$ cat config.mk
export PLATFORM = sky130hd
export DESIGN_NAME = floo_axi_rd_responder
export DESIGN_NICKNAME = d
export VERILOG_FILES = /design/src/rtl/floo_rd_resp_pkg.sv /design/src/rtl/floo_axi_rd_responder_age.sv /design/src/rtl/floo_axi_rd_responder.sv
export SDC_FILE = /design/constraint.sdc
export NUM_CORES = 2
export LEC_CHECK = 0
export BUFFER_PORTS_ARGS = -buffer_cell sky130_fd_sc_hd__buf_2
export CAP_MARGIN = 10
export CORE_UTILIZATION = 56
export CTS_CLUSTER_DIAMETER = 120
export DETAILED_ROUTE_END_ITERATION = 8
export PLACE_DENSITY = 0.87
export REMOVE_ABC_BUFFERS = 1
export SETUP_SLACK_MARGIN = 0.1
export SLEW_MARGIN = 40
export SYNTH_ARGS = -nofsm -noshare
export SYNTH_HDL_FRONTEND = slang
export SYNTH_SLANG_ARGS = --single-unit
export TNS_END_PERCENT = 100
$ cat constraint.sdc
create_clock -name clk_i -period 20.7 [get_ports clk_i]
set_clock_uncertainty 0.05 [all_clocks]
set_input_delay 6.21 -clock clk_i [delete_from_list [all_inputs] [get_ports clk_i]]
set_output_delay 6.21 -clock clk_i [all_outputs]
set_load 0.005 [all_outputs]
$ cat src/rtl/floo_rd_resp_pkg.sv
// Shared types and constants for the FlooNoC AXI read responder.
// Holds the responder FSM state enum, AXI burst/response encodings, the
// per-request control descriptor stored in the pending table, and the
// shuffle-LFSR tap constant with its step function.
package floo_rd_resp_pkg;

  typedef enum logic [0:0] {
    IDLE  = 1'b0,
    BURST = 1'b1
  } rd_resp_state_e;

  // AXI burst encodings
  localparam logic [1:0] BurstFixed = 2'd0;
  localparam logic [1:0] BurstIncr  = 2'd1;
  localparam logic [1:0] BurstWrap  = 2'd2;
  localparam logic [1:0] BurstRsvd  = 2'd3;

  // AXI response encodings
  localparam logic [1:0] RespOkay   = 2'd0;
  localparam logic [1:0] RespSlvErr = 2'd2;

  // Fibonacci taps for x^16 + x^14 + x^13 + x^11 + 1 (bits 15, 13, 12, 10)
  localparam logic [15:0] LfsrTaps = 16'hB400;

  // Width-independent part of a pending AR request
  typedef struct packed {
    logic [7:0] len;
    logic [2:0] size;
    logic [1:0] burst;
  } rd_req_ctrl_t;

  function automatic logic [15:0] lfsr_step(input logic [15:0] l);
    return {l[14:0], ^(l & LfsrTaps)};
  endfunction

  // WRAP bursts are only legal with 2, 4, 8 or 16 beats
  function automatic logic wrap_len_ok(input logic [7:0] len);
    return (len == 8'd1) || (len == 8'd3) || (len == 8'd7) || (len == 8'd15);
  endfunction

endpackage

$ cat src/rtl/floo_axi_rd_responder_age.sv
// floo_age_matrix: relative-age tracking for the pending table.
// Row i bit j set means entry j arrived before entry i.
// Ports:
//   clk_i, rst_i          clock, async active-high reset
//   insert_i/insert_idx_i new request written into a free entry
//   free_i/free_idx_i     entry released after its last beat
//   valid_i               current occupancy vector
//   ids_i                 AXI ID of every entry
//   eligible_i            entries currently allowed to be served
//   older_same_id_o       entry has an older valid entry with the same ID
//   older_eligible_o      entry has an older eligible entry
module floo_age_matrix #(
  parameter int unsigned NumPending = 8,
  parameter int unsigned IdWidth    = 4
) (
  input  logic                                 clk_i,
  input  logic                                 rst_i,
  input  logic                                 insert_i,
  input  logic [$clog2(NumPending)-1:0]        insert_idx_i,
  input  logic                                 free_i,
  input  logic [$clog2(NumPending)-1:0]        free_idx_i,
  input  logic [NumPending-1:0]                valid_i,
  input  logic [NumPending-1:0][IdWidth-1:0]   ids_i,
  input  logic [NumPending-1:0]                eligible_i,
  output logic [NumPending-1:0]                older_same_id_o,
  output logic [NumPending-1:0]                older_eligible_o
);

  logic [NumPending-1:0][NumPending-1:0] age_q, age_d;

  // Freed entry leaves every row; a new entry sees all present entries as older
  always_comb begin
    age_d = age_q;
    if (free_i) begin
      for (int i = 0; i < NumPending; i++) age_d[i][free_idx_i] = 1'b0;
    end
    if (insert_i) begin
      age_d[insert_idx_i] = valid_i;
      if (free_i) age_d[insert_idx_i][free_idx_i] = 1'b0;
    end
  end

  always_ff @(posedge clk_i or posedge rst_i) begin
    if (rst_i) age_q <= '0;
    else       age_q <= age_d;
  end

  // Per-ID ordering blocker
  always_comb begin
    older_same_id_o = '0;
    for (int i = 0; i < NumPending; i++) begin
      for (int j = 0; j < NumPending; j++) begin
        if (age_q[i][j] && valid_i[j] && (ids_i[j] == ids_i[i])) older_same_id_o[i] = 1'b1;
      end
    end
  end

  // Kept in its own block: eligible_i is derived from older_same_id_o
  always_comb begin
    older_eligible_o = '0;
    for (int i = 0; i < NumPending; i++) begin
      for (int j = 0; j < NumPending; j++) begin
        if (age_q[i][j] && eligible_i[j]) older_eligible_o[i] = 1'b1;
      end
    end
  end

endmodule

$ cat src/rtl/floo_axi_rd_responder.sv
// floo_axi_rd_responder: AXI4 read subordinate for FlooNoC initiators.
// Queues up to NumPending AR requests and returns one R burst at a time whose
// data is the beat address replicated across the data bus. Order is kept per
// ID; bursts of different IDs may be reordered.
// Optional feature macro FLOO_RD_RESP_SHUFFLE_EN: when defined, a 16-bit LFSR
// picks a random circular start point for cross-ID selection; otherwise the
// oldest eligible request is served (global AR order).
// Ports:
//   clk_i, rst_i        clock, async active-high reset
//   ar_*                AXI AR channel (subordinate side)
//   r_*                 AXI R channel (subordinate side)
//   num_pending_o       occupied table entries, including the one in service
module floo_axi_rd_responder
  import floo_rd_resp_pkg::*;
#(
  parameter int unsigned AddrWidth  = 32,
  parameter int unsigned DataWidth  = 64,
  parameter int unsigned IdWidth    = 4,
  parameter int unsigned NumPending = 8,
  parameter logic [15:0] LfsrSeed   = 16'hACE1
) (
  input  logic                              clk_i,
  input  logic                              rst_i,
  input  logic                              ar_valid_i,
  output logic                              ar_ready_o,
  input  logic [IdWidth-1:0]                ar_id_i,
  input  logic [AddrWidth-1:0]              ar_addr_i,
  input  logic [7:0]                        ar_len_i,
  input  logic [2:0]                        ar_size_i,
  input  logic [1:0]                        ar_burst_i,
  output logic                              r_valid_o,
  input  logic                              r_ready_i,
  output logic [IdWidth-1:0]                r_id_o,
  output logic [DataWidth-1:0]              r_data_o,
  output logic [1:0]                        r_resp_o,
  output logic                              r_last_o,
  output logic [$clog2(NumPending+1)-1:0]   num_pending_o
);

  localparam int unsigned IdxW  = $clog2(NumPending);
  localparam int unsigned CntW  = $clog2(NumPending + 1);
  localparam int unsigned Lanes = DataWidth / AddrWidth;

  typedef struct packed {
    logic [IdWidth-1:0]   id;
    logic [AddrWidth-1:0] addr;
    rd_req_ctrl_t         ctrl;
  } entry_t;

  if ((NumPending < 2) || (NumPending > 32)) begin : g_bad_depth
    $error("NumPending must be in 2..32");
  end
  if ((DataWidth % AddrWidth) != 0) begin : g_bad_width
    $error("DataWidth must be a multiple of AddrWidth");
  end
  if (LfsrSeed == 16'h0) begin : g_bad_seed
    $error("LfsrSeed must be nonzero");
  end

  // Pending table
  entry_t                  table_q [NumPending];
  logic [NumPending-1:0]   valid_q, valid_d;
  logic [CntW-1:0]         count_q, count_d;
  logic                    ready_q, ready_d;
  logic [IdxW-1:0]         ins_idx;
  logic                    ar_hs;

  // Burst registers
  rd_resp_state_e          state_q, state_d;
  logic [IdxW-1:0]         served_q, served_d;
  logic [IdWidth-1:0]      rid_q, rid_d;
  logic [AddrWidth-1:0]    addr_q, addr_d;
  rd_req_ctrl_t            ctrl_q, ctrl_d;
  logic [7:0]              beat_q, beat_d;
  logic [1:0]              resp_q, resp_d;
  logic                    rvalid_q, rvalid_d;
  logic                    rlast_q, rlast_d;
  logic                    free;

  // Selection
  logic [NumPending-1:0]              serving, eligible, older_same_id, older_eligible;
  logic [NumPending-1:0][IdWidth-1:0] ids;
  logic                               pick_valid;
  logic [IdxW-1:0]                    pick_idx;
  entry_t                             pick_e;

  assign ar_hs = ar_valid_i && ready_q;

  // Lowest-index free entry
  always_comb begin
    ins_idx = '0;
    for (int i = NumPending - 1; i >= 0; i--) begin
      if (!valid_q[i]) ins_idx = IdxW'(i);
    end
  end

  always_comb begin
    for (int i = 0; i < NumPending; i++) ids[i] = table_q[i].id;
  end

  assign serving  = (state_q == BURST) ? (NumPending'(1) << served_q) : '0;
  assign eligible = valid_q & ~serving & ~older_same_id;

  floo_age_matrix #(
    .NumPending (NumPending),
    .IdWidth    (IdWidth)
  ) i_age (
    .clk_i            (clk_i),
    .rst_i            (rst_i),
    .insert_i         (ar_hs),
    .insert_idx_i     (ins_idx),
    .free_i           (free),
    .free_idx_i       (served_q),
    .valid_i          (valid_q),
    .ids_i            (ids),
    .eligible_i       (eligible),
    .older_same_id_o  (older_same_id),
    .older_eligible_o (older_eligible)
  );

`ifdef FLOO_RD_RESP_SHUFFLE_EN
  logic [15:0] lfsr_q;

  always_ff @(posedge clk_i or posedge rst_i) begin
    if (rst_i)                 lfsr_q <= LfsrSeed;
    else if (state_q == IDLE)  lfsr_q <= lfsr_step(lfsr_q);
  end

  // First eligible entry at or after the LFSR start point, circularly
  always_comb begin
    int unsigned start;
    int unsigned pos;
    logic [IdxW-1:0] pos_idx;
    pick_valid = 1'b0;
    pick_idx   = '0;
    start      = int'(lfsr_q[IdxW-1:0]) % NumPending;
    pos        = 0;
    pos_idx    = '0;
    for (int k = NumPending - 1; k >= 0; k--) begin
      pos     = (start + k) % NumPending;
      pos_idx = IdxW'(pos);
      if (eligible[pos_idx]) begin
        pick_valid = 1'b1;
        pick_idx   = pos_idx;
      end
    end
  end
`else
  // Exactly one eligible entry has no older eligible entry
  always_comb begin
    logic [NumPending-1:0] oldest;
    oldest     = eligible & ~older_eligible;
    pick_valid = |eligible;
    pick_idx   = '0;
    for (int i = NumPending - 1; i >= 0; i--) begin
      if (oldest[i]) pick_idx = IdxW'(i);
    end
  end
`endif

  assign pick_e = table_q[pick_idx];

  // Next beat address
  logic [AddrWidth-1:0] incr, wrap_mask, addr_inc, addr_nxt;
  always_comb begin
    incr      = AddrWidth'(1) << ctrl_q.size;
    wrap_mask = ((AddrWidth'(ctrl_q.len) + AddrWidth'(1)) << ctrl_q.size) - AddrWidth'(1);
    addr_inc  = addr_q + incr;
    addr_nxt  = addr_inc;
    case (ctrl_q.burst)
      BurstFixed: addr_nxt = addr_q;
      BurstWrap:  if (wrap_len_ok(ctrl_q.len)) addr_nxt = (addr_q & ~wrap_mask) | (addr_inc & wrap_mask);
      default:    ;
    endcase
  end

  // FSM next state and burst register updates
  always_comb begin
    state_d  = state_q;
    served_d = served_q;
    rid_d    = rid_q;
    addr_d   = addr_q;
    ctrl_d   = ctrl_q;
    beat_d   = beat_q;
    resp_d   = resp_q;
    rvalid_d = rvalid_q;
    rlast_d  = rlast_q;
    free     = 1'b0;
    unique case (state_q)
      IDLE: begin
        if (pick_valid) begin
          state_d  = BURST;
          served_d = pick_idx;
          rid_d    = pick_e.id;
          addr_d   = pick_e.addr;
          ctrl_d   = pick_e.ctrl;
          beat_d   = 8'd0;
          rvalid_d = 1'b1;
          rlast_d  = (pick_e.ctrl.len == 8'd0);
          resp_d   = ((pick_e.ctrl.burst == BurstRsvd) ||
                      ((pick_e.ctrl.burst == BurstWrap) && !wrap_len_ok(pick_e.ctrl.len)))
                     ? RespSlvErr : RespOkay;
        end
      end
      BURST: begin
        if (r_ready_i) begin
          if (beat_q == ctrl_q.len) begin
            free     = 1'b1;
            state_d  = IDLE;
            rvalid_d = 1'b0;
            rlast_d  = 1'b0;
          end else begin
            beat_d  = beat_q + 8'd1;
            addr_d  = addr_nxt;
            rlast_d = ((beat_q + 8'd1) == ctrl_q.len);
          end
        end
      end
      default: state_d = IDLE;
    endcase
  end

  // Occupancy; ready reflects next-cycle fullness so a freed slot opens next cycle
  always_comb begin
    valid_d = valid_q;
    if (free)  valid_d[served_q] = 1'b0;
    if (ar_hs) valid_d[ins_idx]  = 1'b1;
    count_d = count_q + CntW'(ar_hs) - CntW'(free);
    ready_d = (count_d != CntW'(NumPending));
  end

  always_ff @(posedge clk_i or posedge rst_i) begin
    if (rst_i) begin
      for (int i = 0; i < NumPending; i++) table_q[i] <= '0;
      valid_q <= '0;
      count_q <= '0;
      ready_q <= 1'b0;
    end else begin
      if (ar_hs) begin
        table_q[ins_idx] <= '{id: ar_id_i, addr: ar_addr_i,
                              ctrl: '{len: ar_len_i, size: ar_size_i, burst: ar_burst_i}};
      end
      valid_q <= valid_d;
      count_q <= count_d;
      ready_q <= ready_d;
    end
  end

  always_ff @(posedge clk_i or posedge rst_i) begin
    if (rst_i) begin
      state_q  <= IDLE;
      served_q <= '0;
      rid_q    <= '0;
      addr_q   <= '0;
      ctrl_q   <= '0;
      beat_q   <= '0;
      resp_q   <= RespOkay;
      rvalid_q <= 1'b0;
      rlast_q  <= 1'b0;
    end else begin
      state_q  <= state_d;
      served_q <= served_d;
      rid_q    <= rid_d;
      addr_q   <= addr_d;
      ctrl_q   <= ctrl_d;
      beat_q   <= beat_d;
      resp_q   <= resp_d;
      rvalid_q <= rvalid_d;
      rlast_q  <= rlast_d;
    end
  end

  assign ar_ready_o    = ready_q;
  assign r_valid_o     = rvalid_q;
  assign r_id_o        = rid_q;
  assign r_data_o      = {Lanes{addr_q}};
  assign r_resp_o      = resp_q;
  assign r_last_o      = rlast_q;
  assign num_pending_o = count_q;

endmodule
==> run_results.csv <==
group,metric,value,unit
finish,layout-drive-gt1-share,27.3,%
placed_design,dp_hpwl,51200,um
synthesis,yosys_most_used_dff,"dfrtp_1",
hold_path,hold_class,"reg -> reg",
grt,grt_pass1_vias,22000,
clocking,clk-insertion-delay-late,0.63,ns
finish,syn_to_final_growth,9.14,%
placed_design,gp_congestion,1.00,
outcome,status,"completed",
worst_setup_path,path_class,"in -> reg",
synthesis,yosysSeqAreaShare,46.2,%
synthesis,mappedNetlistArea,28800,sq um
clocking,cts_tree,"yes",
grt,grt_pass1_wl,126000,um
placed_design,port_buffers,128,
worst_setup_path,crit_path_end_kind,"register",
die,num_rows,82,
clocking,path_clk_slew,0.06,ns
placed_design,place_ws,11.66,ns
worst_setup_path,cp-start-kind,"primary input",
die,dieArea,52400,sq um
route,drt_first_pass_iters,5,
die,die_x,229,um
worst_setup_path,cp_max_fo,15,
finish,final_cell_mix,"dfrtp_1, mux2_2, nand2_1",
route,wirelength,80800,um
clocking,hold_buffers,0,
finish,mostFrequentLayoutCell,"dfrtp_1",
synthesis,syn_avg_cell_area,11.1,sq um
worst_setup_path,crit_arrival,9.03,ns
route,post_drt_via_cell_ratio,6.55,
clocking,clock_sinks,533,
die,initial_core_util,57.1,%
synthesis,synth_cells,2609,
sta,final-setup-viol-count,0,
route,drt_iter0_markers,2283,
clocking,cts-root-buf,"clkbuf_16",
die,core_area,50500,sq um
sta,maxSlewViolCount,0,
sta,period_needed,8.55,ns
grt,antenna_found_initial,6,
route,routedWlPerCell,24.2,um
sta,rsz0062_at_grt,"no",
finish,layout.nets,2689,
finish,seq_area,13300,sq um
clocking,cts_setup_buffers,0,
synthesis,ys_types,96,
sta,hold_viol,0,
synthesis,async_flop_share,100,%
worst_setup_path,cp.required,21.17,ns
die,die_height,229,um
clocking,cts_buffer_depth,3,
synthesis,synth-seq-cells,533,
route,vias,21800,
sta,slew_headroom,39.2,%
grt,overflow,0,
sta,fmax,0.117,GHz
synthesis,synth-edff-count,0,
die,ios,130,
finish,multi_input_area,14300,sq um
clocking,cts_resized,0,
route,antenna_left,0,
synthesis,synth_warnings,0,
finish,fill_cells,3872,
route,drcViolationCount,0,
grt,grt_max_degree,174,
clocking,numCtsBuffers,54,
sta,tightestPinTransition,0.889,ns
grt,grtUsageTotal,30.6,%
sta,hold_ws,0.433,ns
clocking,htreeDepth,2,
sta,setup-tns-final,0,ns
sta,fin_ws,12.15,ns
run,drv_cap,0,
sta,fin_crit_sh,41.3,%
==> metal layers <==
layer  part of all wire [%]  GRT usage, %  wire length [um]
met1                     41          41.5             32700
met2                     47          48.0             37700
met3                    9.1          6.06              7310
met4                    3.7          12.8              3030
met5                  0.041             0                33
==> critical path, stage by stage <==
cell and delay, ns:
buf_2 0.13, nand2_1 0.12, nor2_1 0.50, o21ai_0 0.35, nand2_1 0.48, o21a_1 0.45
nand2_1 0.30, nor4_1 0.33, a21oi_1 0.06, o21ai_0 0.09
==> registers in the layout, summed over array words and instances, names as in the netlist, 4 cells and up, named ones only <==
name and count:
num_pending_o 4, i_age.age_q 64, beat_q 8, r_id_o 4, valid_q 8, table_q 360
ctrl_q 13, ids 32
==> worst paths after layout <==
kind                             from           end  slack (ns)  cells after the start
max                         r_ready_i      register       12.15                     10
min                         r_id_o[3]     r_id_o[3]        0.43                      2
max reg2reg                valid_q[2]      register       14.53                     14
min reg2reg                 r_id_o[3]     r_id_o[3]        0.43                      2
max in group asynchronous       rst_i  table_q[110]       13.01                      5
min in group asynchronous       rst_i   table_q[84]        5.62                      2
==> cell usage after synthesis (6+ instances only) <==
cell / n / area share [%]
dfrtp_1: 533 / 46
mux2_2: 418 / 16
nand2_1: 217 / 2.8
mux2i_1: 176 / 6.1
nor2_1: 148 / 1.9
xnor2_1: 140 / 4.3
a21oi_1: 107 / 1.9
o21ai_0: 95 / 1.6
clkbuf_1: 81 / 1.1
buf_4: 76 / 2.0
inv_1: 53 / 0.69
nand4_1: 44 / 0.95
nand3_1: 41 / 0.71
a211oi_1: 37 / 0.96
nor3_1: 30 / 0.52
buf_1: 25 / 0.33
a22oi_1: 23 / 0.60
nor4_1: 23 / 0.50
o22ai_1: 23 / 0.50
and3_1: 22 / 0.48
o211ai_1: 21 / 0.55
a31oi_1: 17 / 0.37
ha_1: 17 / 0.74
buf_2: 16 / 0.28
nor3b_1: 12 / 0.31
nand2b_1: 11 / 0.24
a311oi_1: 9 / 0.27
o21ai_1: 9 / 0.16
xor2_1: 9 / 0.27
nor4_4: 8 / 0.59
a21o_1: 7 / 0.18
and4_1: 7 / 0.21
buf_6: 7 / 0.27
nor2b_1: 7 / 0.15
and2_1: 6 / 0.13
and3b_1: 6 / 0.18
o21a_1: 6 / 0.16
or3_1: 6 / 0.13
==> area by class of cell <==
| type | count | area share, % |
|---|---|---|
| antenna | 3 | 0.0239 |
| timing repair buffer | 158 | 3.01 |
| inverter | 55 | 0.696 |
| clock buffer | 82 | 5.07 |
| clock inverter | 18 | 0.831 |
| multi-input combinational | 1815 | 45.3 |
| tap | 672 | 2.67 |
| sequential | 533 | 42.4 |
==> through the flow <==
stage                     instances  cell area, sq um  utilization, %
final                          3336             31500            62.4
after global routing           3335             31500            62.3
after CTS                      3331             31400            62.2
after detailed placement       3231             29600            58.6
after global placement         3231             29500            58.4
after floorplan                2403             27700               -
==> cells by family (layout without fill, tap and decap cells) <==
group,after synthesis,after routing,synth area share (%)
flip-flops,533,533,46.2
multiplexers,602,602,22.9
other,1,4,0.0130
XOR/XNOR,149,149,4.52
AO/OA/AOI/OAI,434,434,10.2
buffers and inverters,261,313,4.68
adder cells (fa/ha/maj),19,19,0.876
AND/OR/NAND/NOR,610,610,10.6
Power is not shown: default switching activity piles up to over one toggle a cycle in this logic, so the estimate is an artifact.
